## src/rtl/maxpool_seq.sv

```systemverilog
// Sequential max-pool: one 4-element beat per cycle, result 1 cycle after the final beat; o_ready low while result pending.
// Define MAXPOOL_ARGMAX_EN to add o_argmax (window position group*4+element of the maximum).
module maxpool_seq #(
    parameter int WIDTH      = 6,
    parameter int MAX_GROUPS = 16
) (
    input  logic                             clk,
    input  logic                             rst_n,
    input  logic [$clog2(MAX_GROUPS):0]      i_cfg_groups,
    input  logic                             i_valid,
    output logic                             o_ready,
    input  logic [WIDTH*4-1:0]               i_data_array,
    output logic                             o_valid,
    input  logic                             i_ready,
    output logic [WIDTH-1:0]                 o_max,
`ifdef MAXPOOL_ARGMAX_EN
    output logic [$clog2(MAX_GROUPS*4)-1:0]  o_argmax,
`endif
    output logic                             o_busy
);

    localparam int CW = $clog2(MAX_GROUPS) + 1;
    localparam int IW = $clog2(MAX_GROUPS);

    typedef enum logic [1:0] {IDLE, ACC, OUT} state_t;

    state_t           state_q, state_d;
    logic [CW-1:0]    cnt_q, cnt_d;
    logic [CW-1:0]    lim_q, lim_d;
    logic [WIDTH-1:0] acc_q, acc_d;
    logic             vld_q, vld_d;
    logic             rdy_q, rdy_d;
    logic             busy_q, busy_d;
`ifdef MAXPOOL_ARGMAX_EN
    logic [IW+1:0]    arg_q, arg_d;
`endif

    logic [WIDTH-1:0] beat_max;
    logic [1:0]       beat_idx;
    logic [CW-1:0]    cfg_eff;
    logic [CW-1:0]    cnt_inc;
    logic             accept;

    assign accept  = i_valid && rdy_q;
    assign cnt_inc = cnt_q + CW'(1);

    // Strict compare keeps the lowest index on ties.
    always_comb begin
        beat_max = i_data_array[0 +: WIDTH];
        beat_idx = 2'd0;
        for (int k = 1; k < 4; k++) begin
            if (i_data_array[k*WIDTH +: WIDTH] > beat_max) begin
                beat_max = i_data_array[k*WIDTH +: WIDTH];
                beat_idx = 2'(k);
            end
        end
    end

    always_comb begin
        if (i_cfg_groups == '0) begin
            cfg_eff = CW'(1);
        end else if (i_cfg_groups > CW'(MAX_GROUPS)) begin
            cfg_eff = CW'(MAX_GROUPS);
        end else begin
            cfg_eff = i_cfg_groups;
        end
    end

    always_comb begin
        state_d = state_q;
        cnt_d   = cnt_q;
        lim_d   = lim_q;
        acc_d   = acc_q;
        vld_d   = vld_q;
        rdy_d   = rdy_q;
        busy_d  = busy_q;
`ifdef MAXPOOL_ARGMAX_EN
        arg_d   = arg_q;
`endif
        case (state_q)
            IDLE: begin
                if (accept) begin
                    lim_d  = cfg_eff;
                    cnt_d  = CW'(1);
                    acc_d  = beat_max;
                    busy_d = 1'b1;
`ifdef MAXPOOL_ARGMAX_EN
                    arg_d  = {IW'(0), beat_idx};
`endif
                    if (cfg_eff == CW'(1)) begin
                        state_d = OUT;
                        vld_d   = 1'b1;
                        rdy_d   = 1'b0;
                    end else begin
                        state_d = ACC;
                    end
                end
            end
            ACC: begin
                if (accept) begin
                    cnt_d = cnt_inc;
                    if (beat_max > acc_q) begin
                        acc_d = beat_max;
`ifdef MAXPOOL_ARGMAX_EN
                        // cnt_q is this beat's group index, always below MAX_GROUPS here.
                        arg_d = {cnt_q[IW-1:0], beat_idx};
`endif
                    end
                    if (cnt_inc == lim_q) begin
                        state_d = OUT;
                        vld_d   = 1'b1;
                        rdy_d   = 1'b0;
                    end
                end
            end
            OUT: begin
                if (i_ready) begin
                    state_d = IDLE;
                    cnt_d   = '0;
                    vld_d   = 1'b0;
                    rdy_d   = 1'b1;
                    busy_d  = 1'b0;
                end
            end
            default: begin
                state_d = IDLE;
                vld_d   = 1'b0;
                rdy_d   = 1'b1;
                busy_d  = 1'b0;
            end
        endcase
    end

    always_ff @(posedge clk or negedge rst_n) begin
        if (!rst_n) begin
            state_q <= IDLE;
            cnt_q   <= '0;
            lim_q   <= '0;
            acc_q   <= '0;
            vld_q   <= 1'b0;
            rdy_q   <= 1'b1;
            busy_q  <= 1'b0;
`ifdef MAXPOOL_ARGMAX_EN
            arg_q   <= '0;
`endif
        end else begin
            state_q <= state_d;
            cnt_q   <= cnt_d;
            lim_q   <= lim_d;
            acc_q   <= acc_d;
            vld_q   <= vld_d;
            rdy_q   <= rdy_d;
            busy_q  <= busy_d;
`ifdef MAXPOOL_ARGMAX_EN
            arg_q   <= arg_d;
`endif
        end
    end

    assign o_ready  = rdy_q;
    assign o_valid  = vld_q;
    assign o_busy   = busy_q;
    assign o_max    = acc_q;
`ifdef MAXPOOL_ARGMAX_EN
    assign o_argmax = arg_q;
`endif

endmodule

```

## config.mk

```make
export PLATFORM = sky130hd
export DESIGN_NAME = maxpool_seq
export DESIGN_NICKNAME = d
export VERILOG_FILES = /design/src/rtl/maxpool_seq.sv
export SDC_FILE = /design/constraint.sdc
export NUM_CORES = 1
export LEC_CHECK = 0
export CORE_UTILIZATION = 53
export CTS_CLUSTER_SIZE = 16
export DETAILED_ROUTE_END_ITERATION = 10
export HOLD_SLACK_MARGIN = 0.15
export PLACE_DENSITY = 0.88
export RECOVER_POWER = 25
export SYNTH_ARGS = -nofsm -noshare
export SYNTH_HDL_FRONTEND = slang
export SYNTH_SLANG_ARGS = --single-unit
```

## constraint.sdc

```tcl
create_clock -name clk -period 2.94 [get_ports clk]
set_input_delay 0.588 -clock clk [delete_from_list [all_inputs] [get_ports clk]]
set_output_delay 0.588 -clock clk [all_outputs]
set_load 0.005 [all_outputs]
```

==> impl_metrics.toml, run 1 <==
[yosys]
synth_common_cells = "27 x ha_1, 24 x nand2_1, 23 x inv_1, 20 x dfrtp_1, 14 x o21ai_0"
ys.flop_type = "dfrtp_1"
netlist_instances = 256
synth_warnings = 0
synth_top_area_share_pct = 23.1
netlist_top_cells_area = "dfrtp_1 23%, ha_1 16%, mux2_2 4.2%"
yosys.area.top_type = "dfrtp_1"
synthArstFlopShare_pct = 100
synth_nets = 316
syn_avg_cell_area_um2 = 8.46
synth-seq-cells = 21
syn_area_um2 = 2160
seq_area_frac_synth_pct = 24.3
synth_edf_count = 0
yosysMostFrequentCell = "ha_1"
synthDistinctLibCells = 51

[run_status]
error_message = "[ERROR GRT-0232] Routing congestion too high. Check the congestion heatmap in the GUI."
failed_stage = "global routing (5_1_grt)"
status = "stopped before the end"

[global_routing]
grtUsageTotal_pct = 77.5
grt_remaining_overflow = 150
grt_max_degree = 22

[die]
dieWidth_um = 65.9
die_h_um = 65.9
ioPinCount = 42
start_util_pct = 57.0
rows = 22

[sta]
postGrtWorstEndpoint = "o_max[5]$_DFFE_PN0P_/D"
timing.worst_endpoint.kind = "register data pin"

[cts]
cts_sinks = 21
htree_levels = 1
cts_root_buf = "clkbuf_8"
clockBufferDepth = 2
numCtsBuffers = 3

[placement]
routabilityCongestion = 0.874
post-dp-hpwl_um = 5110
placedInstanceArea_um2 = 3100
numPortBuffers = 41
-- repair_timing --
item                                    in CTS
endpoints found under the hold margin        0
buffers inserted                            15
resized for setup                           98
hold buffers                                 0
endpoints found under the setup margin       6
cloned                                       1
pin swaps                                   42
-- logic make-up after synthesis --
logic type               Yosys count  share of synthesized area [%]
AO/OA/AOI/OAI                     85                           28.7
AND/OR/NAND/NOR                   75                           17.3
buffers and inverters             30                           5.78
adder cells (fa/ha/maj)           27                           15.6
flip-flops                        21                           24.3
XOR/XNOR                           9                           3.64
multiplexers                       9                           4.62
-- stage by stage --
stage                     setup WS, ns  cells
after global placement           -3.62    388
after CTS                        -2.90    408
after detailed placement         -3.87    388
after floorplan                  -3.23    256
-- per-layer routing --
layer  GRT overflow  track usage (%)
met5              0                0
met2            102              106
met1              0             70.4
met4             47             97.8
met3              1             46.9
==> run 2: changes to the inputs <==
--- a/config.mk
+++ b/config.mk
@@ -5,11 +5,9 @@
 export SDC_FILE = /design/constraint.sdc
 export NUM_CORES = 1
 export LEC_CHECK = 0
-export CORE_UTILIZATION = 53
-export CTS_CLUSTER_SIZE = 16
+export CORE_UTILIZATION = 40
 export DETAILED_ROUTE_END_ITERATION = 10
-export HOLD_SLACK_MARGIN = 0.15
-export PLACE_DENSITY = 0.88
+export PLACE_DENSITY_LB_ADDON = 0.15
 export RECOVER_POWER = 25
 export SYNTH_ARGS = -nofsm -noshare
 export SYNTH_HDL_FRONTEND = slang
==> run 2 against run 1 <==
Compared with the run above: the flow now finishes, with violations (negative setup slack); area after synthesis did not move; synthesized cell count unchanged.
==> impl_metrics.toml, run 2 <==
[run_status]
status = "finished with violations"
violations = "negative setup slack"

[cts]
htree_levels = 1
cts_root_buf = "clkbuf_8"
cts_hold_buffers = 0
cts_sinks = 21
worstSkewPairLatency_ns = 0.26
numCtsBuffers = 3
clockBufferDepth = 2
clk_pin_slew_ns = 0.08
cts_tree = "built"

[sta]
post-route-min-period_ns = 5.84
max_freq_mhz = 171
finClkSkew_ns = 0.00194
rsz0062_at_grt = "true"
hold_slack_ns = 0.504
hold_viol_final = 0
drv_slew = 0
setup-violations-final = 6
finalCritPeriodShare_pct = 199
fin_ws_ns = -2.90
slew_headroom_pct = 21.0
worstMarginPinSlew_ns = 1.18

[cells_and_area]
fin_area_um2 = 3530
final_common_cell = "buf_4"
syn2layout_area_growth_pct = 63.3
fin_nets = 427
fillers = 416
largest_reg_flops = 6
drive_gt1_share_pct = 40.4
layout_common_cells = "68 x buf_4, 28 x clkdlybuf4s50_1, 20 x nand2_1, 20 x dfrtp_1, 19 x ha_1"
n_antenna_cell = 0

[global_routing]
grtUsageTotal_pct = 23.0
grt_remaining_overflow = 0
grt_pass1_wl_um = 10100
antenna_found_initial = 0
grt_max_degree = 22
grt_pass1_vias = 2182

[yosys]
synth_warnings = 0
synth_nets = 316
ys.flop_type = "dfrtp_1"
synth_edf_count = 0
yosys.area.top_type = "dfrtp_1"
synth_common_cells = "27 x ha_1, 24 x nand2_1, 23 x inv_1, 20 x dfrtp_1, 14 x o21ai_0"
synthDistinctLibCells = 51
seq_area_frac_synth_pct = 24.3
netlist_instances = 256
synthArstFlopShare_pct = 100
yosysMostFrequentCell = "ha_1"
synth_top_area_share_pct = 23.1
syn_avg_cell_area_um2 = 8.46
syn_area_um2 = 2160
synth-seq-cells = 21
netlist_top_cells_area = "dfrtp_1 23%, ha_1 16%, mux2_2 4.2%"

[placement]
post-dp-hpwl_um = 4670
numPortBuffers = 41
placedInstanceArea_um2 = 3160
post-place-ws_ns = -3.79
routabilityCongestion = 0.848

[critical_path]
cp-start-kind = "input port"
path_class = "input port to flop"
arrival_ns = 6.03
cpPeakStageDelay_ns = 0.32
cp-end-kind = "flop"
crit_required_ns = 3.13
cp_slowest_cell = "ha_1"
critical_path.max_fanout = 6

[die]
start_util_pct = 41.8
dieArea_um2 = 5710
core-area_um2 = 5170
die_h_um = 75.6
ioPinCount = 42
rows = 26
dieWidth_um = 75.6

[drt]
drtAntennaViolNets = 0
via_per_inst = 5.36
drc = 0
num_vias = 2335
drt-wirelength-per-cell_um = 14.4
wl_um = 6290
drtIter0Drc = 77
dr.pass1.iters = 4

[power_and_ir_drop]
clkPwrFrac_pct = 8.3
power_switching_w = 0.000971
ir_worst_vdd_mv = 0.332
comb_power_share_pct = 69.9
power_leakage_nw = 1.56
p_sw_share_pct = 41.6
p_seq_share_pct = 21.8
cellPowerDensity_nw_per_um2 = 660
p_int_w = 0.00136

[worst_hold_path]
hold_class = "flop to flop"

[job]
cap_violations = 0
-- run 2: cell counts after synthesis --
No cell type changed its count.
-- run 2: layout make-up --
class	count	area (um^2)	area share, %
clock buffers	4	45.0	1.27
well taps	70	87.6	2.48
multi-input cells	206	1800	50.9
repair buffers	112	971	27.5
inverters	23	106	3.01
flip-flops and latches	21	527	14.9
-- run 2: what timing repair did --
action | in CTS | in global routing
resized for setup | 76 | 25
pin swaps | 36 | 27
gates cloned | 1 | 0
setup buffers | 13 | 3
setup endpoints to repair | 6 | 6
-- run 2: cell families after synthesis --
logic type      Yosys count  synth area share [%]
compound gates           85                  28.7
fa+ha+maj                27                  15.6
xor+xnor                  9                  3.64
mux                       9                  4.62
buf+inv                  30                  5.78
flops                    21                  24.3
simple gates             75                  17.3
-- run 2: worst paths after layout --
check / startpoint / endpoint / cells after the start / slack, ns
hold reg to reg: lim_q[2]$_DFFE_PN0P_ / lim_q[2]$_DFFE_PN0P_ / 2 / 0.50
setup reg to reg: o_max[1]$_DFFE_PN0P_ / o_max[3]$_DFFE_PN0P_ / 10 / 0.81
min in group asynchronous: rst_n / cnt_q[3]$_DFFE_PN0P_ / 2 / 1.08
setup / recovery: i_data_array[2] / o_max[3]$_DFFE_PN0P_ / 34 / -2.90
max in group asynchronous: rst_n / lim_q[1]$_DFFE_PN0P_ / 2 / 1.16
hold / removal: lim_q[2]$_DFFE_PN0P_ / lim_q[2]$_DFFE_PN0P_ / 2 / 0.50
-- run 2: worst max-delay path: cells and delay by family --
| kind | cells | cell delay [ns] |
|---|---|---|
| muxes | 1 | 0.30 |
| AOI/OAI and AO/OA | 19 | 3.00 |
| and+or+nand+nor | 7 | 0.82 |
| adders and majority gates | 4 | 1.18 |
| buffers and inverters | 3 | 0.18 |
-- run 2: metrics by stage --
stage | power, W | setup TNS, ns | util, % | cells
2_1_floorplan | 0.00145 | -19.04 | - | 256
3_3_place_gp | 0.00192 | -22.08 | 61.1 | 415
3_5_place_dp | 0.00194 | -22.58 | 61.1 | 415
4_1_cts | 0.00225 | -17.12 | 65.9 | 433
5_1_grt | 0.00255 | -19.10 | 68.3 | 436
6_report | 0.00233 | -17.27 | 68.3 | 436
-- run 2: power by group through the flow --
| stage | Sequential (W) | Clock [W] | Combinational (W) |
|---|---|---|---|
| 3_5_place_dp | 0.000513 | 0 | 0.00143 |
| 6_report | 0.000509 | 0.000193 | 0.00163 |
| 3_3_place_gp | 0.000511 | 0 | 0.00141 |
| 2_1_floorplan | 0.000498 | 0 | 0.000952 |
| 5_1_grt | 0.000521 | 0.000201 | 0.00182 |
| 4_1_cts | 0.000508 | 0.000196 | 0.00155 |
-- run 2: metal layers --
layer  track usage [%]  share of wire [%]  up-vias
met3              2.65                3.7       13
met2              39.4                 49       68
met1              31.0                 46     1094
li1                  -                  -     1160
met4              5.56                1.4        0
met5                 0                  0        -
Note: power is estimated with default switching activity, not from simulation.
==> run 3: changes to the inputs <==
--- a/config.mk
+++ b/config.mk
@@ -7,6 +7,8 @@
 export LEC_CHECK = 0
 export CORE_UTILIZATION = 40
 export DETAILED_ROUTE_END_ITERATION = 10
+export GPL_ROUTABILITY_DRIVEN = 0
+export HOLD_SLACK_MARGIN = 0.05
 export PLACE_DENSITY_LB_ADDON = 0.15
 export RECOVER_POWER = 25
 export SYNTH_ARGS = -nofsm -noshare
==> results of run 3 <==
Final layout, timing and power as in run 2 (identical DEF).
==> run 4: changes to the inputs <==
--- a/config.mk
+++ b/config.mk
@@ -5,7 +5,7 @@
 export SDC_FILE = /design/constraint.sdc
 export NUM_CORES = 1
 export LEC_CHECK = 0
-export CORE_UTILIZATION = 40
+export CORE_UTILIZATION = 53
 export DETAILED_ROUTE_END_ITERATION = 10
 export GPL_ROUTABILITY_DRIVEN = 0
 export HOLD_SLACK_MARGIN = 0.05
==> run 4 against run 3 <==
Compared with the run above: the flow still finishes with violations (negative setup slack); clock skew is 0.012 ns higher; clock power is 4% higher; setup slack worse by 0.40 ns; sequential power up 4%; global-route usage up 12 points; critical endpoint is now o_max[5]$_DFFE_PN0P_; largest cell class unchanged.
==> impl_metrics.toml, run 4 (synthesized netlist as in run 2, its figures left out) <==
[cells_and_area]
fin_area_um2 = 3530
largest_reg_flops = 6
drive_gt1_share_pct = 42.2
n_antenna_cell = 0
final_common_cell = "buf_4"
fin_nets = 426
syn2layout_area_growth_pct = 63.0
layout_common_cells = "66 x buf_4, 28 x clkdlybuf4s50_1, 20 x ha_1, 20 x dfrtp_1, 18 x nand2_1"

[sta]
rsz0062_at_grt = "true"
fin_ws_ns = -3.29
finalCritPeriodShare_pct = 212
max_freq_mhz = 160
hold_viol_final = 0
finClkSkew_ns = 0.0136
worstMarginPinSlew_ns = 1.17
setup-violations-final = 6
post-route-min-period_ns = 6.23
slew_headroom_pct = 21.9
drv_slew = 0

[critical_path]
cp-start-kind = "input port"
cp.depth = 34
crit_required_ns = 3.13
r2r_cells = 10
critPathBufInv = 5
cp_top_family = "compound AO/OA/AOI/OAI gates"
arrival_ns = 6.42
cp_slowest_cell = "ha_1"
critical_path.max_fanout = 11
cpPeakStageDelay_ns = 0.33
cp-end-kind = "flop"
path_class = "input port to flop"

[job]
cap_violations = 0

[worst_hold_path]
hold_class = "flop to flop"
whs_path_depth = 2

[run_status]
status = "finished with violations"
violations = "negative setup slack"

[drt]
dr.pass1.iters = 5
drt-wirelength-per-cell_um = 21.9
num_vias = 2709
drtAntennaViolNets = 0
drc = 0
via_per_inst = 6.56
drtIter0Drc = 264
wl_um = 9030

[global_routing]
grt_pass1_wl_um = 11600
grtUsageTotal_pct = 34.9
grt_pass1_vias = 2524
globalRouteMet2Util_pct = 62.2
grt_remaining_overflow = 0
top_usage_layer = "met2"
grt_max_degree = 22
antenna_found_initial = 0
met3_usage_pct = 2.41
use_met1_pct = 40.9

[cts]
cts_root_buf = "clkbuf_8"
htree_levels = 1
cts_hold_buffers = 0
numCtsBuffers = 3
worstSkewPairLatency_ns = 0.27
clk_pin_slew_ns = 0.09
cts_sinks = 21
clockBufferDepth = 2
cts_tree = "built"

[die]
ioPinCount = 42
dieWidth_um = 65.9
dieArea_um2 = 4340
rows = 22
core-area_um2 = 3800
die_h_um = 65.9
start_util_pct = 57.0

[placement]
numPortBuffers = 41
post-dp-hpwl_um = 4670
placedInstanceArea_um2 = 3120

[power_and_ir_drop]
power_leakage_nw = 1.58
p_total_w = 0.00258
cellPowerDensity_nw_per_um2 = 732
ir_worst_vdd_mv = 0.500
==> run 4: cell count changes in the layout (fill, tap and decap cells not counted), sizes merged <==
cell    previous run  this run
buf               80        79
clkbuf             5         4
clkinv             0         1
==> run 4: worst min-delay path: cells and delay by family, from the launching register on <==
family	cells	cell delay [ns]
AOI/OAI and AO/OA	1	0.06
and+or+nand+nor	1	0.05
DFF	1	0.37
==> run 4: worst paths after layout <==
kind                                      start              endpoint  slack [ns]
min reg2reg                cnt_q[4]$_DFFE_PN0P_  cnt_q[4]$_DFFE_PN0P_        0.51
max reg2reg                o_max[1]$_DFFE_PN0P_  o_max[5]$_DFFE_PN0P_        0.71
min                        cnt_q[4]$_DFFE_PN0P_  cnt_q[4]$_DFFE_PN0P_        0.51
max                             i_data_array[5]  o_max[5]$_DFFE_PN0P_       -3.29
max in group asynchronous                 rst_n  o_max[5]$_DFFE_PN0P_        1.17
min in group asynchronous                 rst_n  lim_q[3]$_DFFE_PN0P_        1.06
==> run 4: cell type report <==
type                       instances  area, um^2
timing repair buffer             111         962
inverter                          23         104
clock buffer                       3        41.3
fill                             126         270
multi-input combinational        206        1830
sequential                        21         527
tap                               48        60.1
clock inverter                     1        5.00
==> run 4: what timing repair did <==
| action | in CTS | in global routing |
|---|---|---|
| buffers inserted | 10 | 7 |
| endpoints found under the setup margin | 6 | 6 |
| gates resized for setup | 91 | 21 |
| pin swaps | 33 | 26 |
| gates cloned | 1 | 0 |
==> run 4: power breakdown <==
group	leakage, nW	switching [W]	internal (W)
clock	0.0255	0.000105	0.0000947
combinational	1.29	0.000975	0.000880
sequential	0.263	0.000111	0.000417
total	1.58	0.00119	0.00139
==> run 4: per-stage QoR <==
step	worst slack, ns	setup TNS (ns)	utilization, %	std cells	hold WS (ns)
floorplan	-3.23	-19.04	-	256	0.292
global placement	-3.71	-22.13	82.1	391	0.483
detailed placement	-3.87	-23.05	82.1	391	0.495
CTS	-2.95	-17.60	89.3	406	0.515
global route	-3.39	-20.17	92.9	413	0.542
finish	-3.29	-19.67	92.9	413	0.511
==> run 4: layer usage <==
metal,part of all wire (%),wire length [um]
met4,7.3,663
met3,7.3,660
met1,37,3390
met5,0,0
met2,48,4320
